<file path="src/rtl/fwd_pkg.sv">
// Shared types for the forwarding / load-use hazard unit: FSM states and
// the shadow-pipeline entry that mirrors one in-flight instruction.
package fwd_pkg;

    localparam int unsigned RD_MAX_W    = 8;
    localparam int unsigned SEL_REGFILE = 0;

    typedef enum logic [1:0] {
        RUN    = 2'd0,
        BUBBLE = 2'd1,
        FREEZE = 2'd2
    } fsm_state_t;

    // rd is stored zero-extended to RD_MAX_W so the struct is parameter-free
    typedef struct packed {
        logic                valid;
        logic                wb;
        logic                load;
        logic [RD_MAX_W-1:0] rd;
    } shadow_entry_t;

endpackage

</file>
<file path="src/rtl/fwd_hazard_unit_if.sv">
// ID-stage request / EX-select response bundle between the pipeline and the hazard unit.
interface fwd_hazard_unit_if #(
    parameter int unsigned REG_AW  = 5,
    parameter int unsigned NUM_SRC = 2,
    parameter int unsigned DEPTH   = 3,
    parameter int unsigned CNT_W   = 16
);
    localparam int unsigned SEL_W = $clog2(DEPTH);

    logic                      id_valid_i;
    logic [NUM_SRC*REG_AW-1:0] id_src_i;
    logic [REG_AW-1:0]         id_rd_i;
    logic                      id_wb_i;
    logic                      id_load_i;
    logic                      mem_busy_i;
    logic                      flush_i;
    logic [NUM_SRC*SEL_W-1:0]  fwd_sel_o;
    logic                      stall_o;
    logic [CNT_W-1:0]          fwd_cnt_o;
    logic [CNT_W-1:0]          stall_cnt_o;

    modport master (
        output id_valid_i, id_src_i, id_rd_i, id_wb_i, id_load_i, mem_busy_i, flush_i,
        input  fwd_sel_o, stall_o, fwd_cnt_o, stall_cnt_o
    );

    modport slave (
        input  id_valid_i, id_src_i, id_rd_i, id_wb_i, id_load_i, mem_busy_i, flush_i,
        output fwd_sel_o, stall_o, fwd_cnt_o, stall_cnt_o
    );

endinterface

</file>
<file path="src/rtl/fwd_match.sv">
// Priority encoder for one EX operand: returns the youngest shadow entry
// (smallest index >= 1) that will write the operand's register.
module fwd_match
    import fwd_pkg::*;
#(
    parameter int unsigned REG_AW = 5,
    parameter int unsigned DEPTH  = 3,
    parameter int unsigned SEL_W  = 2
) (
    input  shadow_entry_t     entries [DEPTH],
    input  logic [REG_AW-1:0] src,
    output logic [SEL_W-1:0]  sel_c
);

    logic unused_fields;

    // Scan oldest to youngest so the youngest match is the last assignment
    always_comb begin
        sel_c = SEL_W'(SEL_REGFILE);
        if (entries[0].valid) begin
            for (int j = int'(DEPTH) - 1; j >= 1; j--) begin
                if (entries[j].valid && entries[j].wb && (entries[j].rd != '0) &&
                    (entries[j].rd == RD_MAX_W'(src))) begin
                    sel_c = SEL_W'(j);
                end
            end
        end
    end

    always_comb begin
        unused_fields = entries[0].wb ^ (^entries[0].rd);
        for (int j = 0; j < int'(DEPTH); j++) begin
            unused_fields = unused_fields ^ entries[j].load;
        end
    end

endmodule

</file>
<file path="src/rtl/fwd_hazard_unit.sv">
// Forwarding-select and load-use stall generator; keeps a shadow of in-flight
// destinations from EX to the last write-back stage plus saturating counters.
module fwd_hazard_unit
    import fwd_pkg::*;
#(
    parameter int unsigned REG_AW  = 5,
    parameter int unsigned NUM_SRC = 2,
    parameter int unsigned DEPTH   = 3,
    parameter int unsigned CNT_W   = 16
) (
    input  logic              clk_i,
    input  logic              rst_i,
    fwd_hazard_unit_if.slave  bus
);

    localparam int unsigned SEL_W = $clog2(DEPTH);

    shadow_entry_t             ent_q [DEPTH];
    logic [NUM_SRC*REG_AW-1:0] ex_src_q;
    fsm_state_t                state_q, state_d, saved_q, saved_d, eff_state;
    logic [CNT_W-1:0]          fwd_cnt_q, stall_cnt_q;
    logic [NUM_SRC*SEL_W-1:0]  fwd_sel_c;
    shadow_entry_t             id_entry;
    logic                      advance, src_hit, hazard_c, stall_c, take_id, any_fwd;

    assign advance  = !bus.mem_busy_i;
    assign take_id  = bus.id_valid_i && !stall_c && !bus.flush_i;
    assign any_fwd  = |fwd_sel_c;
    assign id_entry = '{valid: 1'b1, wb: bus.id_wb_i, load: bus.id_load_i,
                        rd: RD_MAX_W'(bus.id_rd_i)};

    // Load in EX whose destination is read by the instruction in ID
    always_comb begin
        src_hit = 1'b0;
        for (int k = 0; k < int'(NUM_SRC); k++) begin
            if (RD_MAX_W'(bus.id_src_i[k*REG_AW +: REG_AW]) == ent_q[0].rd) begin
                src_hit = 1'b1;
            end
        end
        hazard_c = bus.id_valid_i && ent_q[0].valid && ent_q[0].wb && ent_q[0].load &&
                   (ent_q[0].rd != '0) && src_hit && advance && !bus.flush_i;
    end

    // FREEZE acts as the saved state once busy drops, so no hazard cycle is lost on release
    always_comb begin
        eff_state = (state_q == FREEZE) ? saved_q : state_q;
        state_d   = eff_state;
        saved_d   = saved_q;
        stall_c   = 1'b0;
        if (bus.mem_busy_i) begin
            state_d = FREEZE;
            if (state_q != FREEZE) begin
                saved_d = state_q;
            end
        end else begin
            case (eff_state)
                RUN: begin
                    stall_c = hazard_c;
                    if (hazard_c) begin
                        state_d = BUBBLE;
                    end
                end
                BUBBLE:  state_d = RUN;
                default: state_d = RUN;
            endcase
        end
    end

    for (genvar k = 0; k < int'(NUM_SRC); k++) begin : g_match
        fwd_match #(
            .REG_AW (REG_AW),
            .DEPTH  (DEPTH),
            .SEL_W  (SEL_W)
        ) u_match (
            .entries (ent_q),
            .src     (ex_src_q[k*REG_AW +: REG_AW]),
            .sel_c   (fwd_sel_c[k*SEL_W +: SEL_W])
        );
    end

    always_ff @(posedge clk_i) begin
        if (!rst_i) begin
            for (int j = 0; j < int'(DEPTH); j++) begin
                ent_q[j] <= '0;
            end
            ex_src_q    <= '0;
            state_q     <= RUN;
            saved_q     <= RUN;
            fwd_cnt_q   <= '0;
            stall_cnt_q <= '0;
        end else begin
            state_q <= state_d;
            saved_q <= saved_d;
            if (advance) begin
                ent_q[0] <= take_id ? id_entry : '0;
                for (int j = 1; j < int'(DEPTH); j++) begin
                    ent_q[j] <= ent_q[j-1];
                end
                if (take_id) begin
                    ex_src_q <= bus.id_src_i;
                end
                if (stall_c && (stall_cnt_q != '1)) begin
                    stall_cnt_q <= stall_cnt_q + CNT_W'(1);
                end
                if (any_fwd && (fwd_cnt_q != '1)) begin
                    fwd_cnt_q <= fwd_cnt_q + CNT_W'(1);
                end
            end
        end
    end

    assign bus.fwd_sel_o   = fwd_sel_c;
    assign bus.stall_o     = stall_c;
    assign bus.fwd_cnt_o   = fwd_cnt_q;
    assign bus.stall_cnt_o = stall_cnt_q;

endmodule

</file>
<file path="src/flat_wrapper.sv">
// flat-port wrapper written by rule: the top's interface ports become plain ports
module fwd_hazard_unit_flat import fwd_pkg::*;
#(
    parameter int unsigned REG_AW  = 5,
    parameter int unsigned NUM_SRC = 2,
    parameter int unsigned DEPTH   = 3,
    parameter int unsigned CNT_W   = 16
)
  (clk_i, rst_i, bus_id_valid_i, bus_id_src_i, bus_id_rd_i, bus_id_wb_i, bus_id_load_i, bus_mem_busy_i, bus_flush_i, bus_fwd_sel_o, bus_stall_o, bus_fwd_cnt_o, bus_stall_cnt_o);
  fwd_hazard_unit_if #(.REG_AW(REG_AW), .NUM_SRC(NUM_SRC), .DEPTH(DEPTH), .CNT_W(CNT_W)) bus_i ();
  input  logic clk_i;
  input  logic rst_i;
  input wire logic [$bits(bus_i.id_valid_i)-1:0] bus_id_valid_i;
  input wire logic [$bits(bus_i.id_src_i)-1:0] bus_id_src_i;
  input wire logic [$bits(bus_i.id_rd_i)-1:0] bus_id_rd_i;
  input wire logic [$bits(bus_i.id_wb_i)-1:0] bus_id_wb_i;
  input wire logic [$bits(bus_i.id_load_i)-1:0] bus_id_load_i;
  input wire logic [$bits(bus_i.mem_busy_i)-1:0] bus_mem_busy_i;
  input wire logic [$bits(bus_i.flush_i)-1:0] bus_flush_i;
  output wire logic [$bits(bus_i.fwd_sel_o)-1:0] bus_fwd_sel_o;
  output wire logic [$bits(bus_i.stall_o)-1:0] bus_stall_o;
  output wire logic [$bits(bus_i.fwd_cnt_o)-1:0] bus_fwd_cnt_o;
  output wire logic [$bits(bus_i.stall_cnt_o)-1:0] bus_stall_cnt_o;
  assign bus_i.id_valid_i = bus_id_valid_i;
  assign bus_i.id_src_i = bus_id_src_i;
  assign bus_i.id_rd_i = bus_id_rd_i;
  assign bus_i.id_wb_i = bus_id_wb_i;
  assign bus_i.id_load_i = bus_id_load_i;
  assign bus_i.mem_busy_i = bus_mem_busy_i;
  assign bus_i.flush_i = bus_flush_i;
  assign bus_fwd_sel_o = bus_i.fwd_sel_o;
  assign bus_stall_o = bus_i.stall_o;
  assign bus_fwd_cnt_o = bus_i.fwd_cnt_o;
  assign bus_stall_cnt_o = bus_i.stall_cnt_o;
  fwd_hazard_unit #(.REG_AW(REG_AW), .NUM_SRC(NUM_SRC), .DEPTH(DEPTH), .CNT_W(CNT_W)) u_core (.clk_i(clk_i), .rst_i(rst_i), .bus(bus_i));
endmodule
</file>
<file path="config.mk">
export PLATFORM = sky130hd
export DESIGN_NAME = fwd_hazard_unit_flat
export DESIGN_NICKNAME = d
export VERILOG_FILES = /design/src/rtl/fwd_pkg.sv /design/src/rtl/fwd_hazard_unit_if.sv /design/src/rtl/fwd_match.sv /design/src/rtl/fwd_hazard_unit.sv /design/src/flat_wrapper.sv
export SDC_FILE = /design/constraint.sdc
export NUM_CORES = 1
export LEC_CHECK = 0
export ABC_CLOCK_PERIOD_IN_PS = 3100
export CAP_MARGIN = 20
export CORE_ASPECT_RATIO = 1.25
export CORE_MARGIN = 5
export CORE_UTILIZATION = 40
export CTS_CLUSTER_DIAMETER = 50
export DETAILED_ROUTE_END_ITERATION = 10
export PLACE_DENSITY = 0.7
export SLEW_MARGIN = 20
export SYNTH_ARGS = -nofsm -noshare
export SYNTH_HDL_FRONTEND = slang
export SYNTH_SLANG_ARGS = --single-unit
export TNS_END_PERCENT = 50
</file>
<file path="constraint.sdc">
create_clock -name clk_i -period 3.1 [get_ports clk_i]
set_clock_uncertainty 0.2 [all_clocks]
set_input_delay 0.465 -clock clk_i [delete_from_list [all_inputs] [get_ports clk_i]]
set_output_delay 0.465 -clock clk_i [all_outputs]
set_load 0.005 [all_outputs]
</file>
Word level (Yosys, flattened, before mapping):

Cells that the tools add are included.

* add/sub/neg operators: 2
* eq/ne operators: 10
* multiplexer cells: 15
* bitwise operators: 3
* reduce and logical (&&, ||, !) cells: 32

Operator list (count)
* 16-bit by 1-bit adder with 16-bit output (second input constant): 2
* 8-bit by 5-bit equality test with 1-bit output: 4
* 16-bit != test (second input constant): 2
* 8-bit nonzero test: 3
* 2-bit 2-to-1 mux: 10
* 1-bit logical AND: 19
* 5-bit by 8-bit equality test with 1-bit output: 2
* 11-bit 2-to-1 mux: 1
* 2-bit AND reduction: 4
* 1-bit 2-to-1 mux: 4
* 4-bit OR reduction: 1
* 1-bit zero test: 3
* 1-bit NOT: 3
* 3-bit OR reduction: 1
* 2-bit equality test (second input constant): 1
* 2-bit zero test: 1
* 2-bit != test (second input constant): 1

* bits in registers: 77
* input port bits: 22
* output and inout bits: 37
* word-level logic and storage cells: 78

Logic depth before layout (Yosys ltp):

Gate-level depths: netlist of run 1.

* depth in word-level cells: 13
* gate-level depth with buffers: 8
* mapped depth without buffers: 7

Hierarchy:

From an unflattened synthesis of run 1, not the netlist that was laid out.

* cell total of the unflattened synthesis: 383
* area total of the unflattened synthesis: 3334.4 um^2

By module, submodules not included
* fwd_hazard_unit: instances 1, cells an instance 333, area each 2984.1 um^2, sequential area each 1401.3 um^2
* fwd_match: instances 2, cells an instance 25, area each 175.2 um^2, sequential area each 0.0 um^2

Least setup slack after synthesis of run 1:

OpenSTA, ideal clock, no wires.

* kind: reg2reg
* from: register u_core.ent_q[11] (netlist bit)
* to: register u_core.fwd_cnt_q[9] (netlist: u_core.bus.fwd_cnt_o[9])
* setup time: 0.118 ns
* arrival: 2.439 ns
* required time: 2.782 ns
* slack: 0.343 ns
* cell stages (with the launch flop): 8
* buffers on the path: 0
* period minus slack after synthesis: 2.757 ns
* cells stage by stage: dfxtp_1 or4_1 o211ai_2 nor4_1 or4_4 a31o_1 or4_1 mux2i_1

* word-level cells in the longest chain between the ends: 8
* elaborated cells between the ends (all ways): 13
* those cells by class: eq/ne (2); mux (4); reduce/logical (7)

Ends and longest elaborated chain
* start, declared: line fwd_hazard_unit.sv:18 `shadow_entry_t ent_q [DEPTH];`
* start signal, assigned by index: line fwd_hazard_unit.sv:97 `ent_q[j] <= ent_q[j-1];`
* 8-bit nonzero test: line fwd_match.sv:22 `if (entries[j].valid && entries[j].wb && (entries[j].rd != '0) &&`
* 1-bit logical AND (2 in series): line fwd_match.sv:22
* 2-bit 2-to-1 mux: line fwd_match.sv:22
* 2-bit 2-to-1 mux: line fwd_match.sv:20 `if (entries[0].valid) begin`
* 4-bit OR reduction *: line fwd_hazard_unit.sv:28 `assign any_fwd = |fwd_sel_c;`
* 1-bit logical AND *: line fwd_hazard_unit.sv:105 `if (any_fwd && (fwd_cnt_q != '1)) begin`
* 2-bit AND reduction (no line) *
* end signal, assigned: line fwd_hazard_unit.sv:106 `fwd_cnt_q <= fwd_cnt_q + CNT_W'(1);`
* end, declared: line fwd_hazard_unit.sv:21 `logic [CNT_W-1:0] fwd_cnt_q, stall_cnt_q;`

Mark *: on every way between the ends. The rest lies on a longest branch, timed or not.
A chain may end at the register's enable or synchronous reset.

Worst setup path after layout of run 1:

* from: input bus_id_valid_i
* to: output bus_stall_o

* word-level cells in the longest chain between the ends: 9

Ends and longest elaborated chain
* start, declared: line flat_wrapper.sv:13 `input wire logic [$bits(bus_i.id_valid_i)-1:0] bus_id_valid_i;`
* 1-bit logical AND (4 in series): line fwd_hazard_unit.sv:40 `hazard_c = bus.id_valid_i && ent_q[0].valid && ent_q[0].wb && ent_q[0].load &&`
* 1-bit logical AND (3 in series): line fwd_hazard_unit.sv:41 `(ent_q[0].rd != '0) && src_hit && advance && !bus.flush_i;`
* 1-bit 2-to-1 mux: line fwd_hazard_unit.sv:56 `case (eff_state)`
* 1-bit 2-to-1 mux: line fwd_hazard_unit.sv:50 `if (bus.mem_busy_i) begin`
* end, declared: line flat_wrapper.sv:21 `output wire logic [$bits(bus_i.stall_o)-1:0] bus_stall_o;`

No other way between the ends.

==> impl_metrics.yaml, run 1 <==
global_routing:
  antenna_found_initial: 0
  grt_pass1_wl_um: 13100
  grtUsageTotal_pct: 16.0
  globalRouteOverflowTotal: 0
  grt_max_degree: 44
  first_global_vias: 2702
floorplan:
  fp.dieW_um: 90.1
  rows: 36
  die_area_um2: 9930
  die_y_um: 110
  io_pins: 59
  core_region_area_um2: 7840
  initial_core_util_pct: 40.9
timing:
  post-route-period-util_pct: 96.8
  rsz0062_at_grt: "no"
  setup_viol: 0
  hold_viol_final: 0
  slew_headroom_pct: 54.8
  max_freq_ghz: 0.333
  layout_min_cycle_time_ns: 3.00
  tightest_slew_ns: 0.678
  slew_violations: 0
  whs_ns: 0.270
clocking:
  hold_buffers: 0
  cts.htree.levels: 3
  clk_latency_ns: 0.34
  clockRootBuffer: "clkbuf_8"
  cts_tree: "built"
  clock_path_buffers: 2
  cts.clk_slew.worst_paths_ns: 0.07
  cts_made_buffers: 9
  numClockSinks: 68
finish:
  antennaDiodeCount: 0
  area_delta_synth_final_pct: 30.0
  seq_area_um2: 1370
  multiInputGateArea_um2: 1780
  fillers: 742
  drive_above_1_share_pct: 8.62
  fin_nets: 462
  design_area_um2: 4170
detailed_routing:
  first_pass_iters: 4
  ant_nets: 0
  drt_iter0_drc: 135
  drt_wl_total_um: 7630
  wl_per_cell_um: 14.2
  dr_total_vias: 2800
  drc: 0
  viasPerCell: 5.22
logic_synthesis:
  postSynthCellCount: 374
  seq_area_frac_synth_pct: 42.4
  synth_top_flop_cell: "dfxtp_1"
  yosysWarnings: 0
  synth_edf_count: 0
  synthesis.nets: 398
  synth_xor_xnor_area_share_pct: 10.9
  synthMuxAreaShare_pct: 7.17
  synth_top_family_by_area: "simple AND/OR/NAND/NOR gates"
  synth_fa_ha_area_share_pct: 0.780
  synth-compound-area-share_pct: 10.2
  syn_area_um2: 3210
  synth-simple-area-share_pct: 25.3
  synth_async_sr_flop_share_pct: 0
  ys_ff_latch: 68
  avgSynthCellArea_um2: 8.58
  yosysUniqueCellTypes: 38
flow_run:
  drv_cap: 0
place:
  placed_area_um2: 3940
  port_buffers: 58
  gp_congestion: 0.806
  dpl.hpwl_um: 5540
worst_setup_path:
  path_max_fanout: 3
  r2r_slack_ns: 0.30
  critPathCaptureType: "output pin"
  cp.required_ns: 2.43
  cp-start-kind: "input pin"
  arrival_ns: 2.34
  r2r-start: "u_core.ent_q[11]"
  crit_type: "input pin to output pin"
  worstSetupStartpoint: "bus_id_valid_i"
outcome:
  status: "complete, no violations"
worst_hold_path:
  min_path_type: "flop to flop"
  hold_start: "u_core.ent_q[30]"
pwr:
  ir_worst_vdd_mv: 0.304
  p_leak_uw: 0.00155
  p_per_area_nw_per_um2: 415
## report_power, final
group          switching (uW)  internal [uW]
clock                     320            406
sequential               11.5            882
combinational            56.3           57.8
total                     388           1350
## cell usage in the layout (no fill, tap or decap), types with 4 or more instances in the layout
master	n
buf_4	10
dfxtp_1	67
nand2_1	46
and2_1	4
inv_1	10
nor4_1	4
clkbuf_8	11
nand2b_1	9
and3_1	5
a21oi_1	21
nor3_1	8
xor2_1	8
nand3_1	14
clkdlybuf4s50_1	56
o21ai_0	16
a32o_1	7
or2_2	4
or3_1	11
xnor2_1	32
nor2_1	32
mux2i_1	23
nand4_1	7
## per-layer routing
layer	up-vias	GRT usage (%)	part of all wire [%]
met4	0	7.02	1.6
met3	15	4.48	5.1
met1	1287	19.4	45
met5	-	0	0
li1	1428	-	-
met2	70	26.8	48
## registers in the layout, indices dropped and copies added (netlist names)
name                    count
u_core.saved_q              2
u_core.ent_q               22
u_core.bus.stall_cnt_o     16
u_core.ex_src_q            10
u_core.state_q              2
u_core.bus.fwd_cnt_o       16
## path summary, 6_finish.rpt
path | to | cells past startpoint
setup / recovery | bus_stall_o | 5
hold / removal | u_core.ent_q[30] | 1
setup reg to reg | u_core.bus.fwd_cnt_o[9] | 7
hold reg to reg | u_core.ent_q[30] | 1
## cells by family after synthesis
kind of cell / after synthesis
fa+ha+maj: 2
buf+inv: 27
mux: 23
xor+xnor: 40
simple gates: 161
compound gates: 53
flops: 68
## worst max-delay path, cell delays in order
cell and delay, ns:
clkdlybuf4s50_1 0.45, or3b_2 0.51, nor2_2 0.16, and4_1 0.22
clkdlybuf4s50_1 0.53
## synth_stat cells, types with 2 or more instances
master / instances / area share, %
a21oi_1: 21 / 3.3
a31oi_1: 2 / 0.39
a32o_1: 7 / 2.2
and2_1: 4 / 0.78
and3_1: 5 / 0.97
and4_1: 3 / 0.82
buf_1: 2 / 0.23
buf_2: 2 / 0.31
clkbuf_1: 13 / 1.5
dfxtp_1: 68 / 42
ha_1: 2 / 0.78
inv_1: 10 / 1.2
mux2i_1: 23 / 7.2
nand2_1: 46 / 5.4
nand2b_1: 9 / 1.8
nand3_1: 14 / 2.2
nand4_1: 7 / 1.4
nand4b_1: 3 / 0.82
nor2_1: 34 / 4.0
nor3_1: 8 / 1.2
nor4_1: 5 / 0.97
o21ai_0: 16 / 2.5
or2_2: 4 / 0.78
or3_1: 11 / 2.1
or3b_2: 2 / 0.55
or4_1: 3 / 0.70
xnor2_1: 32 / 8.7
xor2_1: 8 / 2.2
## per-stage QoR
step                      setup TNS (ns)  std cells  power [uW]  setup slack, ns  util [%]
final                                  0        536        1730           0.0993      53.2
after global routing                   0        536        1800          0.00685      53.2
after CTS                              0        536        1750          0.00933      53.2
after detailed placement          -0.157        521        1030          -0.0456      50.2
after global placement                 0        521        1020           0.0378      50.2
after floorplan                        0        374         975            0.343         -
## area by class of cell
type	instances	share of cell area (%)
Clock buffer	12	3.72
Inverter	10	0.900
Timing Repair Buffer	70	16.4
Sequential cell	68	32.7
Clock inverter	2	0.840
Multi-Input combinational cell	279	42.6
Tap cell	95	2.85
## timing repair
item | CTS | global route
buffers inserted | 1 | 0
hold endpoints to repair | 0 | 0
endpoints found under the setup margin | 2 | 2
pin swaps | 1 | 4
resized for setup | 9 | 1
(Power assumes the default switching activity.)
==> inputs of run 2 (changes only) <==
- PLACE_DENSITY: 0.7 -> 0.65
==> run 2 against run 1 <==
  * Largest cell class unchanged
  * Clock-buffer cell count is 1 lower
  * Fmax hardly changed
  * Total power rose by 4.8%
  * Critical path depth is the same
  * Worst hold slack improved by 0.020 ns
  * Critical endpoint unchanged
  * Sequential share of layout area decreased by 0.088 points
  * Clock power increased by 11%
==> impl_metrics.yaml, run 2 (synthesized netlist as in run 1, its figures left out) <==
outcome:
  status: "complete, no violations"
worst_setup_path:
  path_max_fanout: 3
  arrival_ns: 2.33
  critPathCaptureType: "output pin"
  cp-start-kind: "input pin"
  cp.required_ns: 2.43
  crit_type: "input pin to output pin"
timing:
  slew_headroom_pct: 53.8
  setup_viol: 0
  rsz0062_at_grt: "no"
  tightest_slew_ns: 0.692
  slew_violations: 0
  max_freq_ghz: 0.334
  hold_viol_final: 0
  post-route-period-util_pct: 96.7
  layout_min_cycle_time_ns: 3.00
clocking:
  clock_path_buffers: 2
  cts.htree.levels: 3
  numClockSinks: 68
  cts_made_buffers: 9
  cts_tree: "built"
  clk_latency_ns: 0.34
  clockRootBuffer: "clkbuf_8"
  cts.clk_slew.worst_paths_ns: 0.08
  hold_buffers: 0
pwr:
  p_sw_uw: 405
  power_frac_comb_pct: 6.3
  ir_worst_vdd_mv: 0.309
  internal_power_uw: 1410
  p_per_area_nw_per_um2: 434
  p_leak_uw: 0.00157
  clkPwrFrac_pct: 44.6
  pwr-share-seq_pct: 49.2
  switching_share_pct: 22.3
detailed_routing:
  drc: 0
  drt_iter0_drc: 123
  first_pass_iters: 4
  viasPerCell: 5.16
  drt_wl_total_um: 7610
  wl_per_cell_um: 14.1
  dr_total_vias: 2787
  ant_nets: 0
floorplan:
  die_y_um: 110
  fp.dieW_um: 90.1
  io_pins: 59
  initial_core_util_pct: 40.9
  die_area_um2: 9930
  rows: 36
  core_region_area_um2: 7840
finish:
  largest_register_ffs: 22
  layout_common_cells: "67 x dfxtp_1, 57 x clkdlybuf4s50_1, 46 x nand2_1"
  fillers: 759
  antennaDiodeCount: 0
  instances_no_fill: 540
  drive_above_1_share_pct: 9.44
  largest_register: "u_core.ent_q"
  area_delta_synth_final_pct: 30.4
  final_util_pct: 53.4
  fin_nets: 464
  final_common_cell: "dfxtp_1"
place:
  place_inst: 522
  port_buffers: 58
  dpl.hpwl_um: 5680
  gp_congestion: 0.813
flow_run:
  drv_cap: 0
global_routing:
  grtUsageTotal_pct: 15.8
  globalRouteOverflowTotal: 0
  grt_pass1_wl_um: 12800
  first_global_vias: 2712
  grt_max_degree: 21
  antenna_found_initial: 0
worst_hold_path:
  min_path_type: "flop to flop"
==> run 2: worst paths after layout <==
path	start	to	slack, ns	cells after the start
hold reg to reg	u_core.bus.fwd_cnt_o[11]	u_core.bus.fwd_cnt_o[11]	0.29	2
setup / recovery	bus_id_valid_i	bus_stall_o	0.10	5
setup reg to reg	u_core.ent_q[11]	u_core.bus.fwd_cnt_o[9]	0.22	7
hold / removal	u_core.bus.fwd_cnt_o[11]	u_core.bus.fwd_cnt_o[11]	0.29	2
==> run 2: layout make-up <==
cell class | count | area, um^2 | area share (%)
tap | 95 | 119 | 2.84
clock inverter | 5 | 75.1 | 1.79
multi-input combinational | 279 | 1760 | 42.1
timing repair buffer | 72 | 684 | 16.4
inverter | 10 | 37.5 | 0.897
sequential | 68 | 1370 | 32.6
clock buffer | 11 | 141 | 3.38
==> run 2: what timing repair did <==
item,CTS,global route
endpoints found under the hold margin,0,0
resized for setup,6,1
cloned,0,0
buffers inserted,3,0
pin swaps,2,1
endpoints found under the setup margin,1,2
==> run 2: per-layer routing <==
| metal | GRT usage (%) | vias to the layer above | share of wire, % |
|---|---|---|---|
| met3 | 3.94 | 9 | 5.4 |
| li1 | - | 1428 | - |
| met4 | 6.38 | 0 | 1.7 |
| met5 | 0 | - | 0 |
| met2 | 26.6 | 59 | 47 |
| met1 | 19.4 | 1291 | 46 |
==> run 2: worst max-delay path, stage by stage <==
cell and delay [ns]:
clkdlybuf4s50_1 0.45, or3b_2 0.51, nor2_2 0.15, and4_1 0.23, clkdlybuf4s50_1 0.52
==> run 2: stage by stage <==
stage               worst slack (ns)  TNS (ns)  power, uW  hold WS [ns]  instance area (um^2)
floorplan                      0.343         0        975         0.242                  3210
global placement              0.0371         0       1020         0.261                  3930
detailed placement           -0.0221   -0.0565       1030         0.268                  3930
CTS                           0.0136         0       1830         0.291                  4190
global route                  0.0213         0       1880         0.306                  4180
finish                         0.102         0       1820         0.290                  4180
==> run 2: power groups by stage <==
stage / sequential, uW / combinational, uW / clock, uW
floorplan: 911 / 63.8 / 0
global placement: 914 / 110 / 0
detailed placement: 914 / 112 / 0
CTS: 893 / 114 / 820
global route: 894 / 125 / 860
finish: 893 / 114 / 809
